### config.mk
export PLATFORM = sky130hd
export DESIGN_NAME = seg7_scan_decoder
export DESIGN_NICKNAME = d
export VERILOG_FILES = /design/src/rtl/seg7_dec_pkg.sv /design/src/rtl/seg7_to_hex.sv /design/src/rtl/seg7_scan_decoder.sv
export SDC_FILE = /design/constraint.sdc
export NUM_CORES = 1
export LEC_CHECK = 0
export CORE_MARGIN = 5
export CORE_UTILIZATION = 35
export DETAILED_ROUTE_END_ITERATION = 12
export PLACE_DENSITY = 0.59
export SETUP_SLACK_MARGIN = 0.4
export SLEW_MARGIN = 0
export SYNTH_ARGS = -nofsm -noshare
export SYNTH_HDL_FRONTEND = slang
export SYNTH_SLANG_ARGS = --single-unit
### constraint.sdc
create_clock -name Clk -period 6.7 [get_ports Clk]
set_input_delay 2.01 -clock Clk [delete_from_list [all_inputs] [get_ports Clk]]
set_output_delay 2.01 -clock Clk [all_outputs]
set_load 0.1 [all_outputs]
### src/rtl/seg7_dec_pkg.sv
// Shared types and constants for the seven-segment scan decoder.
// The error counter is included only when SEG7_DEC_ERRCNT_EN is defined (see seg7_scan_decoder).
package seg7_dec_pkg;

  typedef enum logic [1:0] {
    ST_IDLE   = 2'd0,
    ST_SETTLE = 2'd1,
    ST_HOLD   = 2'd2
  } seg7_state_e;

  localparam logic [6:0] SEG_BLANK = 7'h7F;

  // Active-low segment patterns, bit6=a .. bit0=g; entry i displays hex digit i
  localparam logic [15:0][6:0] SEG_TABLE = {
    7'h38, 7'h30, 7'h42, 7'h31, 7'h60, 7'h08, 7'h04, 7'h00,
    7'h0F, 7'h20, 7'h24, 7'h4C, 7'h06, 7'h12, 7'h4F, 7'h01
  };

  // Position of the single low bit in an enable word (caller guarantees one-hot-low)
  function automatic logic [2:0] sel_index(input logic [7:0] en);
    logic [2:0] idx;
    idx = 3'd0;
    for (int i = 0; i < 8; i++) begin
      if (!en[i]) idx = 3'(i);
    end
    return idx;
  endfunction

endpackage

### src/rtl/seg7_to_hex.sv
// Combinational decode of an active-low segment pattern to a hex nibble.
// ok is low for any pattern outside the hex table, including SEG_BLANK.
module seg7_to_hex
  import seg7_dec_pkg::*;
(
  input  logic [6:0] seg,
  output logic [3:0] nibble,
  output logic       ok
);

  always_comb begin
    nibble = 4'd0;
    ok     = 1'b0;
    for (int i = 0; i < 16; i++) begin
      if (seg == SEG_TABLE[i]) begin
        nibble = 4'(i);
        ok     = 1'b1;
      end
    end
  end

endmodule

### src/rtl/seg7_scan_decoder.sv
// Recovers an 8-digit hex value from a multiplexed, active-low 7-segment scan bus.
// Define SEG7_DEC_ERRCNT_EN to build the saturating undecodable-pattern counter.
//
// Handshake: valid is a one-cycle pulse; value and frame_err are meaningful on that
// cycle and hold until the next pulse. There is no back-pressure.
module seg7_scan_decoder
  import seg7_dec_pkg::*;
#(
  parameter int unsigned STABLE_CYCLES = 4
) (
  input  logic        Clk,
  input  logic        Reset,
  input  logic [6:0]  seg_in,
  input  logic [7:0]  en_in,
  output logic [31:0] value,
  output logic        valid,
  output logic        frame_err,
  output logic [7:0]  digit_mask,
  output logic [7:0]  err_count,
  output logic [1:0]  state
);

  localparam logic [8:0] STABLE_LAST = 9'(STABLE_CYCLES);
  localparam logic       ONE_CYCLE   = (STABLE_LAST == 9'd1);

  seg7_state_e cur_state, nxt_state;
  logic [7:0]  cnt, cnt_nxt;
  logic [7:0]  reg_en;
  logic [6:0]  reg_seg;
  logic [31:0] shadow;
  logic        frame_flag;

  logic        sel, same, capture, frame_done;
  logic [2:0]  idx;
  logic [3:0]  dec_nibble;
  logic        dec_ok;
  logic [7:0]  mask_nxt;
  logic        flag_nxt;

  assign sel        = $onehot(~en_in);
  assign same       = (en_in == reg_en) && (seg_in == reg_seg);
  assign idx        = sel_index(en_in);
  assign frame_done = (digit_mask == 8'hFF);
  assign state      = cur_state;

  seg7_to_hex u_dec (
    .seg    (seg_in),
    .nibble (dec_nibble),
    .ok     (dec_ok)
  );

  // Counter holds the number of consecutive cycles the registered pair has been seen
  always_comb begin
    nxt_state = cur_state;
    cnt_nxt   = cnt;
    capture   = 1'b0;
    case (cur_state)
      ST_IDLE: begin
        if (sel) begin
          cnt_nxt   = 8'd1;
          capture   = ONE_CYCLE;
          nxt_state = ONE_CYCLE ? ST_HOLD : ST_SETTLE;
        end
      end
      ST_SETTLE: begin
        if (!sel) begin
          nxt_state = ST_IDLE;
        end else if (same) begin
          cnt_nxt = 8'(cnt + 8'd1);
          if (({1'b0, cnt} + 9'd1) == STABLE_LAST) begin
            capture   = 1'b1;
            nxt_state = ST_HOLD;
          end
        end else begin
          cnt_nxt   = 8'd1;
          capture   = ONE_CYCLE;
          nxt_state = ONE_CYCLE ? ST_HOLD : ST_SETTLE;
        end
      end
      ST_HOLD: begin
        if (!sel) begin
          nxt_state = ST_IDLE;
        end else if (!same) begin
          cnt_nxt   = 8'd1;
          capture   = ONE_CYCLE;
          nxt_state = ONE_CYCLE ? ST_HOLD : ST_SETTLE;
        end
      end
      default: nxt_state = ST_IDLE;
    endcase
  end

  // A capture on the frame-completion clock already belongs to the next frame
  always_comb begin
    mask_nxt = frame_done ? 8'd0 : digit_mask;
    flag_nxt = frame_done ? 1'b0 : frame_flag;
    if (capture) begin
      mask_nxt = mask_nxt | (8'd1 << idx);
      flag_nxt = flag_nxt | !dec_ok;
    end
  end

  always_ff @(posedge Clk or negedge Reset) begin
    if (!Reset) begin
      cur_state  <= ST_IDLE;
      cnt        <= 8'd0;
      reg_en     <= 8'hFF;
      reg_seg    <= SEG_BLANK;
      shadow     <= 32'd0;
      frame_flag <= 1'b0;
      digit_mask <= 8'd0;
      value      <= 32'd0;
      valid      <= 1'b0;
      frame_err  <= 1'b0;
    end else begin
      cur_state  <= nxt_state;
      cnt        <= cnt_nxt;
      digit_mask <= mask_nxt;
      frame_flag <= flag_nxt;
      valid      <= frame_done;
      if (sel) begin
        reg_en  <= en_in;
        reg_seg <= seg_in;
      end
      if (frame_done) begin
        value     <= shadow;
        frame_err <= frame_flag;
      end
      if (capture && dec_ok) begin
        shadow[{idx, 2'b00} +: 4] <= dec_nibble;
      end
    end
  end

`ifdef SEG7_DEC_ERRCNT_EN
  logic [7:0] err_cnt_q;

  always_ff @(posedge Clk or negedge Reset) begin
    if (!Reset) begin
      err_cnt_q <= 8'd0;
    end else if (capture && !dec_ok && (err_cnt_q != 8'hFF)) begin
      err_cnt_q <= 8'(err_cnt_q + 8'd1);
    end
  end

  assign err_count = err_cnt_q;
`else
  assign err_count = 8'd0;
`endif

endmodule

==> results of run 1 <==
==> area by class of cell <==
| cell class | count | area, sq um | area share [%] |
|---|---|---|---|
| clock buffers | 10 | 229 | 3.74 |
| clock inverters | 5 | 37.5 | 0.613 |
| inverters | 19 | 71.3 | 1.17 |
| multi-input cells | 260 | 2370 | 38.8 |
| flip-flops and latches | 100 | 2520 | 41.2 |
| well taps | 184 | 230 | 3.76 |
| repair buffers | 68 | 658 | 10.8 |
==> cell usage in the layout (no fill, tap or decap), types with 5 or more instances in the layout <==
cell type	count
nor2_1	11
ha_1	11
nor3_1	8
conb_1	8
xnor2_1	17
dfstp_2	15
nand2_1	12
buf_4	9
nor4_4	8
nand3_1	8
clkbuf_16	9
nand4_1	7
mux2_2	81
inv_1	18
nor4_1	5
nand3b_1	5
o21ai_0	5
clkdlybuf4s50_1	59
dfrtp_1	85
a22o_1	12
==> kinds of logic (layout without fill, tap and decap cells) <==
family / after synthesis / count (layout) / share of synthesized area (%)
DFF: 100 / 100 / 49.7
buffers and inverters: 42 / 102 / 4.27
other: 1 / 8 / 0.0739
and+or+nand+nor: 95 / 95 / 13.6
AOI/OAI and AO/OA: 40 / 40 / 6.41
adders and majority gates: 15 / 15 / 4.29
muxes: 82 / 82 / 18.2
xor gates and xnor gates: 20 / 20 / 3.45
==> worst max-delay path by stage <==
stage                     depth (start not counted)    endpoint
after floorplan                                  14  shadow[24]
after global placement                           14  shadow[16]
after detailed placement                         14  shadow[13]
after CTS                                        14  shadow[12]
after global routing                             14  shadow[19]
final                                            15  shadow[12]
==> worst register-to-register path: cells and delay by family (launching register included) <==
kind	cells	cell delay, ns
flops	1	0.43
compound gates	1	0.52
fa+ha+maj	1	0.26
mux	1	0.33
buf+inv	2	0.44
simple gates	3	0.63
==> report_power, final <==
part / internal [uW] / switching (uW) / total [uW]
combinational: 120 / 155 / 276
sequential: 686 / 33.1 / 719
clock: 251 / 224 / 475
total: 1060 / 412 / 1470
==> metal layers <==
| metal | up-vias | routed length (microns) |
|---|---|---|
| met4 | 0 | 233 |
| met3 | 14 | 373 |
| met2 | 75 | 5310 |
| met5 | - | 0 |
| li1 | 1538 | - |
| met1 | 1630 | 4750 |
==> state kept, by name, summed over array words and instances, names as in the netlist <==
register / count
shadow: 32
value: 32
cnt: 8
digit_mask: 8
reg_en: 8
reg_seg: 7
state: 2
frame_err: 1
frame_flag: 1
valid: 1
==> metrics by stage <==
| step | util [%] | worst slack [ns] | hold WS (ns) | instance area (sq um) | power (uW) |
|---|---|---|---|---|---|
| 6_report | 42.6 | 0.683 | 0.504 | 6120 | 1470 |
| 3_5_place_dp | 40.5 | 0.150 | 0.494 | 5830 | 1010 |
| 4_1_cts | 42.4 | 0.513 | 0.506 | 6090 | 1490 |
| 2_1_floorplan | - | 0.615 | 0.469 | 5100 | 936 |
| 5_1_grt | 42.6 | 0.428 | 0.517 | 6120 | 1540 |
| 3_3_place_gp | 40.5 | 0.232 | 0.485 | 5830 | 996 |
==> repair_timing <==
item	CTS	global route
buffers inserted	0	2
setup endpoints to repair	0	44
hold buffers	0	0
resized for setup	0	3
hold endpoints to repair	0	0
==> metrics.txt, run 1 <==
GRT Max-Usage Layer=met2; Inserted Diodes=0; via total after detailed routing=3257; Synth async-reset ratio=100%; Crit path max-delay family=adder cells; crit path launch type=primary input; CTS tree=built; die width=130 microns; Core Footprint=roughly 0.014 sq mm; setup violators final=0; DR pass1 iterations=4; H-tree levels=3; Worst Skew=around 0.0074 ns; drt wl/cell=roughly 17 microns; CP Capture Type=flop; max_cap viols=0; status=complete, no violations; routed wire length=roughly 11 mm; RSZ-0062 raised after global routing=false; post-route clock period utilization=89.8%; Seq/Total Area, Yosys=49.7%; Worst-path clk slew=approximately 0.07 ns; via density per instance=between 5 and 6; top cell type's share of synthesized area=roughly two fifths; worst reg2reg path depth=8; setup TNS=0 ns; HP Start=value[9]; critical path class=in2reg; Final Slew Violations=0; synth top area cells=dfrtp_1, mux2_2, dfstp_2, nor4_4, xnor2_1; CP arrival=~6.3 ns; Tmin final=roughly 6 ns; die area=0.0170 sq mm; # nets final=490; IO buf count=60; Static Leak=0.00275 uW; Crit Path Max Fanout=9; CTS Root Cell=clkbuf_16; total global-route track usage=between 10% and 20%; clock buffer count from CTS=9; Largest stage delay, worst path=~0.55 ns; GR Layer Usage met3=between 2 and 2.5%; largest net degree at the start of global routing=approximately 70; worst slew pin tran=0.982 ns; Post-Syn Area=just over 0.005 sq mm; fmax=166 MHz; Pwr Density=~240 mW/mm^2; Post-DRT Antenna Nets=0; flops & latches, synth=100; count of cell types in the netlist=55; clk sinks=100; Post-Layout Cell Count=around 650; share of cells above drive strength 1=a little under a third; CP startpoint=en_in[0]; R2R Setup Slk=between 3 and 4 ns; Initial Util=between 30% and 40%; CTS Buffer Depth=2; relative slew slack=around a third; GR Util met1=around 17%; fill cell count=1324; FF-to-FF Start=cnt[0]; Post-synth top cells=dfrtp_1, mux2_2, inv_1, xnor2_1, dfstp_2; hold depth=1; Mapped Avg Cell Area=12.8 sq um; DP Cell Count=between 600 and 700; Post-synth EDFFs=0; global-route wire length before repair=roughly 18 mm; Bufs and invs on worst path=4; initial antenna violation count=0; worst hold path type=reg2reg; dpl hpwl=7.65 mm; Die H=roughly 130 microns; DRC=0; Cells after Synth=395; IO Pins=69; hold path endpoint=value[9]; Synth area leader=dfrtp_1; vias in the first global route=3378; CP required=6.93 ns; CP max-delay cell=fa_1; most frequent cell after synthesis=dfrtp_1; worst vdd ir=0.124 mV; worst path cell trace=clkdlybuf4s50_1 > inv_1 > fa_1 > fa_1 > fa_1 > ha_1 > inv_1 > fa_1 > nor2_1 > a31oi_1 > nor2_1 > nand4_4 > nor4_4 > buf_4 > mux2_2; initial DRC count=137; critical path's most frequent cell=fa_1; Synthesis Warnings=0; routability congestion estimate from global placement=roughly 0.84; Final Hold Viols=0; GR Overflow Total=0; Synth Flop Type=dfrtp_1; Area growth syn-to-layout=20.7%; reg-to-reg endpoint=shadow[12]; clock latency on the worst-skew pair=approximately 0.35 ns; # rows=44; met2 GRT Util=approximately 22%
Power figures use the tool's default switching activity.
==> run 2: changes to the inputs <==
SLEW_MARGIN = not set   (was 0)
==> results of run 2 <==
Same layout as run 1: the final DEF is identical, and so are final timing and power.
==> run 3: changes to the inputs <==
ABC_AREA = 1   (was not set)
CORE_MARGIN = not set   (was 5)
==> run 3 against run 2 <==
Against the previous run: count of clock-buffer cells in the layout is 2 higher; combinational power is 7.2% higher; clock power hardly changed; critical path type unchanged; critical endpoint is now shadow[27]; largest cell class unchanged.
==> metrics.txt, run 3 <==
top cell type's share of synthesized area=39.4%; H-tree levels=3; IO Pins=69; Tmin final=5.78 ns; Area growth syn-to-layout=19.2%; Worst-path clk slew=approximately 0.060 ns; CTS Buffer Depth=2; Post-CTS Setup Inserts=0; Hold Buf Count CTS=0; DRC=0; Final Slew Violations=0; RSZ-0062 raised after global routing=false; initial DRC count=between 200 and 300; fmax=between 150 and 200 MHz; Seq/Total Area, Yosys=between 40% and 50%; Crit Path Max Fanout=6; GR Layer Usage met3=between 2 and 3%; fill cell count=approximately 1500; Bufs and invs on worst path=4; Die H=about 130 microns; die area=between 0.015 and 0.02 sq mm; Synthesis Warnings=0; Largest stage delay, worst path=0.55 ns; post-route clock period utilization=between 80% and 90%; clock latency on the worst-skew pair=roughly 0.35 ns; vias in the first global route=4312; Synth Area in Compound Gates=under 10%; Fin Hold WS=between 0.4 and 0.5 ns; die width=around 130 microns; Synth Area in Adders=4.04%; worst hold path type=reg2reg; GR Overflow Total=0; Final Hold Viols=0; most frequent cells in the layout=nand2_1, dfrtp_1, clkdlybuf4s50_1, nor2_1, inv_1; max_cap viols=0; Post-Syn Area=0.00540 sq mm; Post-synth top cells=nand2_1, dfrtp_1, nor2_1, inv_1, nand3_1; total global-route track usage=approximately 17%; DR pass1 iterations=7; worst path cell trace=clkdlybuf4s50_1 > inv_1 > fa_1 > fa_1 > fa_1 > ha_1 > inv_1 > fa_1 > nand2_1 > nor2_1 > nand2_1 > inv_1 > nand2_1 > nor3_4 > nand3_1 > nor2_2 > nand3_1 > nand2_1; via total after detailed routing=roughly 4400; CP max-delay cell=fa_1; share of cells above drive strength 1=between 10% and 20%; mux cell area share after synthesis=0%; Cell Area, Placed=roughly 0.0062 sq mm; largest net degree at the start of global routing=60; largest family of logic cells by synthesized area=simple AND/OR/NAND/NOR gates; routability congestion estimate from global placement=around 0.89; routed wire length=12.4 mm; Post-DRT Antenna Nets=0; Post-Synth Simple-Gate Area=a little over a third; setup violators final=0; setup TNS=0 ns; worst slew pin tran=around 0.99 ns; drt wl/cell=~13 microns; critical path class=in2reg; via density per instance=about 4.6; Initial Util=between 30% and 40%; crit path launch type=primary input; Crit path max-delay family=adder cells; global-route wire length before repair=21.3 mm; CP arrival=between 6 and 7 ns; CTS tree=built; dpl hpwl=9.12 mm; GR Util met1=around a quarter; Mapped Avg Cell Area=~7.5 sq um; flops & latches, synth=100; PostCTS Resize Cnt=0; clock buffer count from CTS=9; Inserted Diodes=0; # nets final=approximately 800; Core Footprint=0.0151 sq mm; initial antenna violation count=0; met2 GRT Util=a little over a quarter; count of cell types in the netlist=38; pre-CTS WS=0.563 ns; worst vdd ir=roughly 0.13 mV; Post-synth EDFFs=0; final worst slack=~0.92 ns; xor-xnor portion of the synthesized cell area=less than 1%; GRT Max-Usage Layer=met2; Synth area leader=dfrtp_1; CP required=~7 ns; total chip power=around 1500 uW; Synth async-reset ratio=100%; final instance area=between 0.006 and 0.007 sq mm; commonest non-fill, non-tap cell in the layout=nand2_1; Cells after Synth=around 720; CP Capture Type=flop; # rows=45; status=complete, no violations; Pwr Density=~230 mW/mm^2; most frequent cell after synthesis=nand2_1; clk sinks=100; IO buf count=60; synth top area cells=dfrtp_1, nand2_1, dfstp_2, nor2_1, inv_1; biggest regs=shadow (32), value (32); Static Leak=0.00334 uW; Synth Flop Type=dfrtp_1; relative slew slack=between 30% and 40%; Worst Skew=0.00565 ns; CTS Root Cell=clkbuf_16
-- run 3: through the flow --
step           utilization (%)  std cells
3_5_place_dp              40.7        952
6_report                  42.5        968
2_1_floorplan                -        722
5_1_grt                   42.5        968
4_1_cts                   42.5        968
3_3_place_gp              40.7        952
-- run 3: report_power, final --
| part | switching (uW) | internal [uW] | leakage, uW | total (uW) |
|---|---|---|---|---|
| registers | 34.2 | 680 | 0.00129 | 714 |
| logic | 206 | 90.1 | 0.00193 | 296 |
| clock network | 226 | 252 | 0.000127 | 478 |
-- run 3: area by class of cell --
| class | instances | area [sq um] | share of cell area [%] |
|---|---|---|---|
| sequential | 100 | 2520 | 39.2 |
| timing repair buffer | 63 | 621 | 9.65 |
| multi-input combinational | 527 | 2510 | 39.0 |
| clock buffer | 12 | 236 | 3.68 |
| clock inverter | 4 | 26.3 | 0.409 |
| tap | 188 | 235 | 3.66 |
| inverter | 74 | 280 | 4.36 |
-- run 3: layer usage --
metal	routed length, microns	vias to the layer above
met3	367	15
met5	0	-
met4	262	0
met2	5560	78
met1	6240	1997
li1	-	2346
-- run 3: cells by family after synthesis --
logic type,Yosys count
AOI/OAI and AO/OA,52
xor gates and xnor gates,4
adders and majority gates,15
buffers and inverters,95
DFF,100
other,1
and+or+nand+nor,448
-- run 3: worst paths after layout --
kind	from	to	slack [ns]	cells after the start
worst max-delay path	en_in[0]	shadow[27]	0.92	18
worst min-delay path	shadow[30]	shadow[30]	0.48	2
worst max register to register	cnt[0]	shadow[5]	4.61	11
worst min register to register	shadow[30]	shadow[30]	0.48	2
max in group asynchronous	Reset	reg_en[3]	3.94	2
min in group asynchronous	Reset	value[7]	1.72	1
-- run 3: tightest hold or removal path, stage by stage (launching register included) --
cell and delay (ns):
dfrtp_1 0.35, nand2_1 0.05, nand2_1 0.04
==> patch: new RTL, config.mk and constraints of run 3 <==
Remove the register `valid`: a continuous assignment takes its place, so the output `valid` follows one clock earlier. Comments in the files are not updated.
--- a/src/rtl/seg7_scan_decoder.sv
+++ b/src/rtl/seg7_scan_decoder.sv
@@ -112,3 +112,2 @@
       value      <= 32'd0;
-      valid      <= 1'b0;
       frame_err  <= 1'b0;
@@ -119,3 +118,2 @@
       frame_flag <= flag_nxt;
-      valid      <= frame_done;
       if (sel) begin
@@ -133,2 +131,4 @@
   end
+
+  assign valid = frame_done;
 
Behaviour: no difference found for any inputs over 10 cycles, from zero or initial values and one cycle with Reset low; that may be too few to reach the edited logic, so the function may still have changed.
==> patch against run 3 <==
The flow now finishes with violations (DRC). Final cell count decreased by 0.72%. First-iteration DRC count decreased by 2.6%. Total power increased by 3.4%. Largest cell class unchanged. Routed wire length increased by 2.3%. Highest routed layer unchanged. Core utilization increased by 0.91 points. Synthesized cell count unchanged. Sequential share of layout area increased by 0.10 points. Area after synthesis decreased by 2.1%. Final area decreased by 1.2%. Non-clock buffer count increased by 1. Worst setup slack got worse by 0.096 ns. Sequential cell count decreased by 1.
==> patch: results (changes against run 3) <==
stage	metric	value	unit	change
worst_setup_path	WP data arrival	6.17	ns	was 6.07 ns
cts	clk_lat worst skew	0.35	ns	about the same
sta	Worst Skew	0.00509	ns	was 0.00565 ns
grt	first-pass GRT wire length	21700	um	was 21300 um
status	outcome	finished with violations		was finished clean
worst_setup_path	critical path peak fanout	6		unchanged
cts	H-tree Lvls	3		unchanged
place	GPL Wtd Cong	0.879		was 0.890
layout	share of cells above drive strength 1	8.62	%	was 10.5%
drt	total number of vias	4526		was 4436
grt	largest net degree at the start of global routing	67		was 60
cts	CTS buffer count	9		unchanged
logic_synthesis	Synth cell types	34		was 38
worst_setup_path	Slowest-stage cell, CP	fa_1		unchanged
cts	Clock Path Buffers	2		unchanged
logic_synthesis	synth top area cells	dfrtp_1, nand2_1, dfstp_2		unchanged
logic_synthesis	sequential area share after synthesis	47.3	%	was 46.7%
grt	vias in the first global route	4411		was 4312
drt	Detailed Route Iter0 Violations	261		was 268
layout	Final nets	805		was 807
power_and_ir_drop	peak supply drop	135	uV	was 134 uV
logic_synthesis	Post-synth top cells	nand2_1, dfrtp_1, inv_1		was nand2_1, dfrtp_1, nor2_1
place	Post-DP HPWL	9480	um	was 9120 um
drt	Pre-Repair DR Iteration Count	9		was 7
drt	wire length per cell	13.2	um	was 12.8 um
logic_synthesis	Syn. warnings	0		unchanged
cts	Setup Buffers After CTS	0		unchanged
place	pre-CTS setup slack	0.480	ns	was 0.563 ns
drt	DRC viols	4		was 0
sta	worst slew pin tran	0.983	ns	was 0.989 ns
power_and_ir_drop	leak pwr	3.26	nW	was 3.34 nW
grt	gr usage total	17.4	%	was 16.9%
status	failing checks	DRC		
cts	Root Driver	clkbuf_16		unchanged
worst_setup_path	CP peak stage delay	0.53	ns	was 0.55 ns
layout	fillers	1496		was 1536
## patch: path summary, 6_finish.rpt
check                                  startpoint                      to  slack (ns)  cells after the start
max in group asynchronous                   Reset  shadow[27]$_DFFE_PN0P_        3.89                      2
hold reg to reg            shadow[23]$_DFFE_PN0P_  shadow[23]$_DFFE_PN0P_        0.48                      2
min in group asynchronous                   Reset   value[28]$_DFFE_PN0P_        1.60                      1
setup reg to reg               cnt[1]$_DFFE_PN0P_  shadow[10]$_DFFE_PN0P_        4.41                     12
hold / removal             shadow[23]$_DFFE_PN0P_  shadow[23]$_DFFE_PN0P_        0.48                      2
setup / recovery                         en_in[1]  shadow[11]$_DFFE_PN0P_        0.82                     17
## patch: final cells by class
type,instances,area [um^2],area share (%)
flip-flops and latches,99,2500,39.3
multi-input cells,524,2410,37.9
repair buffers,64,626,9.85
inverters,75,282,4.43
clock buffers,11,253,3.98
well taps,184,230,3.62
clock inverters,4,56.3,0.887
## patch: cells by family after synthesis
group | synth area share, %
flip-flops | 47.3
buffers and inverters | 7.65
AO/OA/AOI/OAI | 5.45
other | 0.0710
XOR/XNOR | 0.663
adder cells (fa/ha/maj) | 4.12
AND/OR/NAND/NOR | 34.8
## patch: power by group
group	switching, mW	internal, mW
Sequential	0.0262	0.676
Combinational	0.205	0.0859
Clock	0.233	0.311
Total	0.465	1.07
## patch: worst reg2reg max path: cells and delay by family, from the launching register on
family,cells,cell delay [ns]
fa+ha+maj,1,0.21
flops,1,0.40
simple gates,11,1.55
## patch: stage by stage
stage	instances	cell area, um^2
final	961	6350
after global routing	961	6350
after CTS	961	6350
after detailed placement	946	6040
after global placement	946	6040
after floorplan	722	5310
## patch: layer usage
metal | share of wire [%] | routed length [um] | track usage, %
met1 | 48 | 6110 | 23.2
met2 | 46 | 5880 | 28.3
met3 | 3.7 | 469 | 2.53
met4 | 2.0 | 254 | 7.53
met5 | 0 | 0 | 0
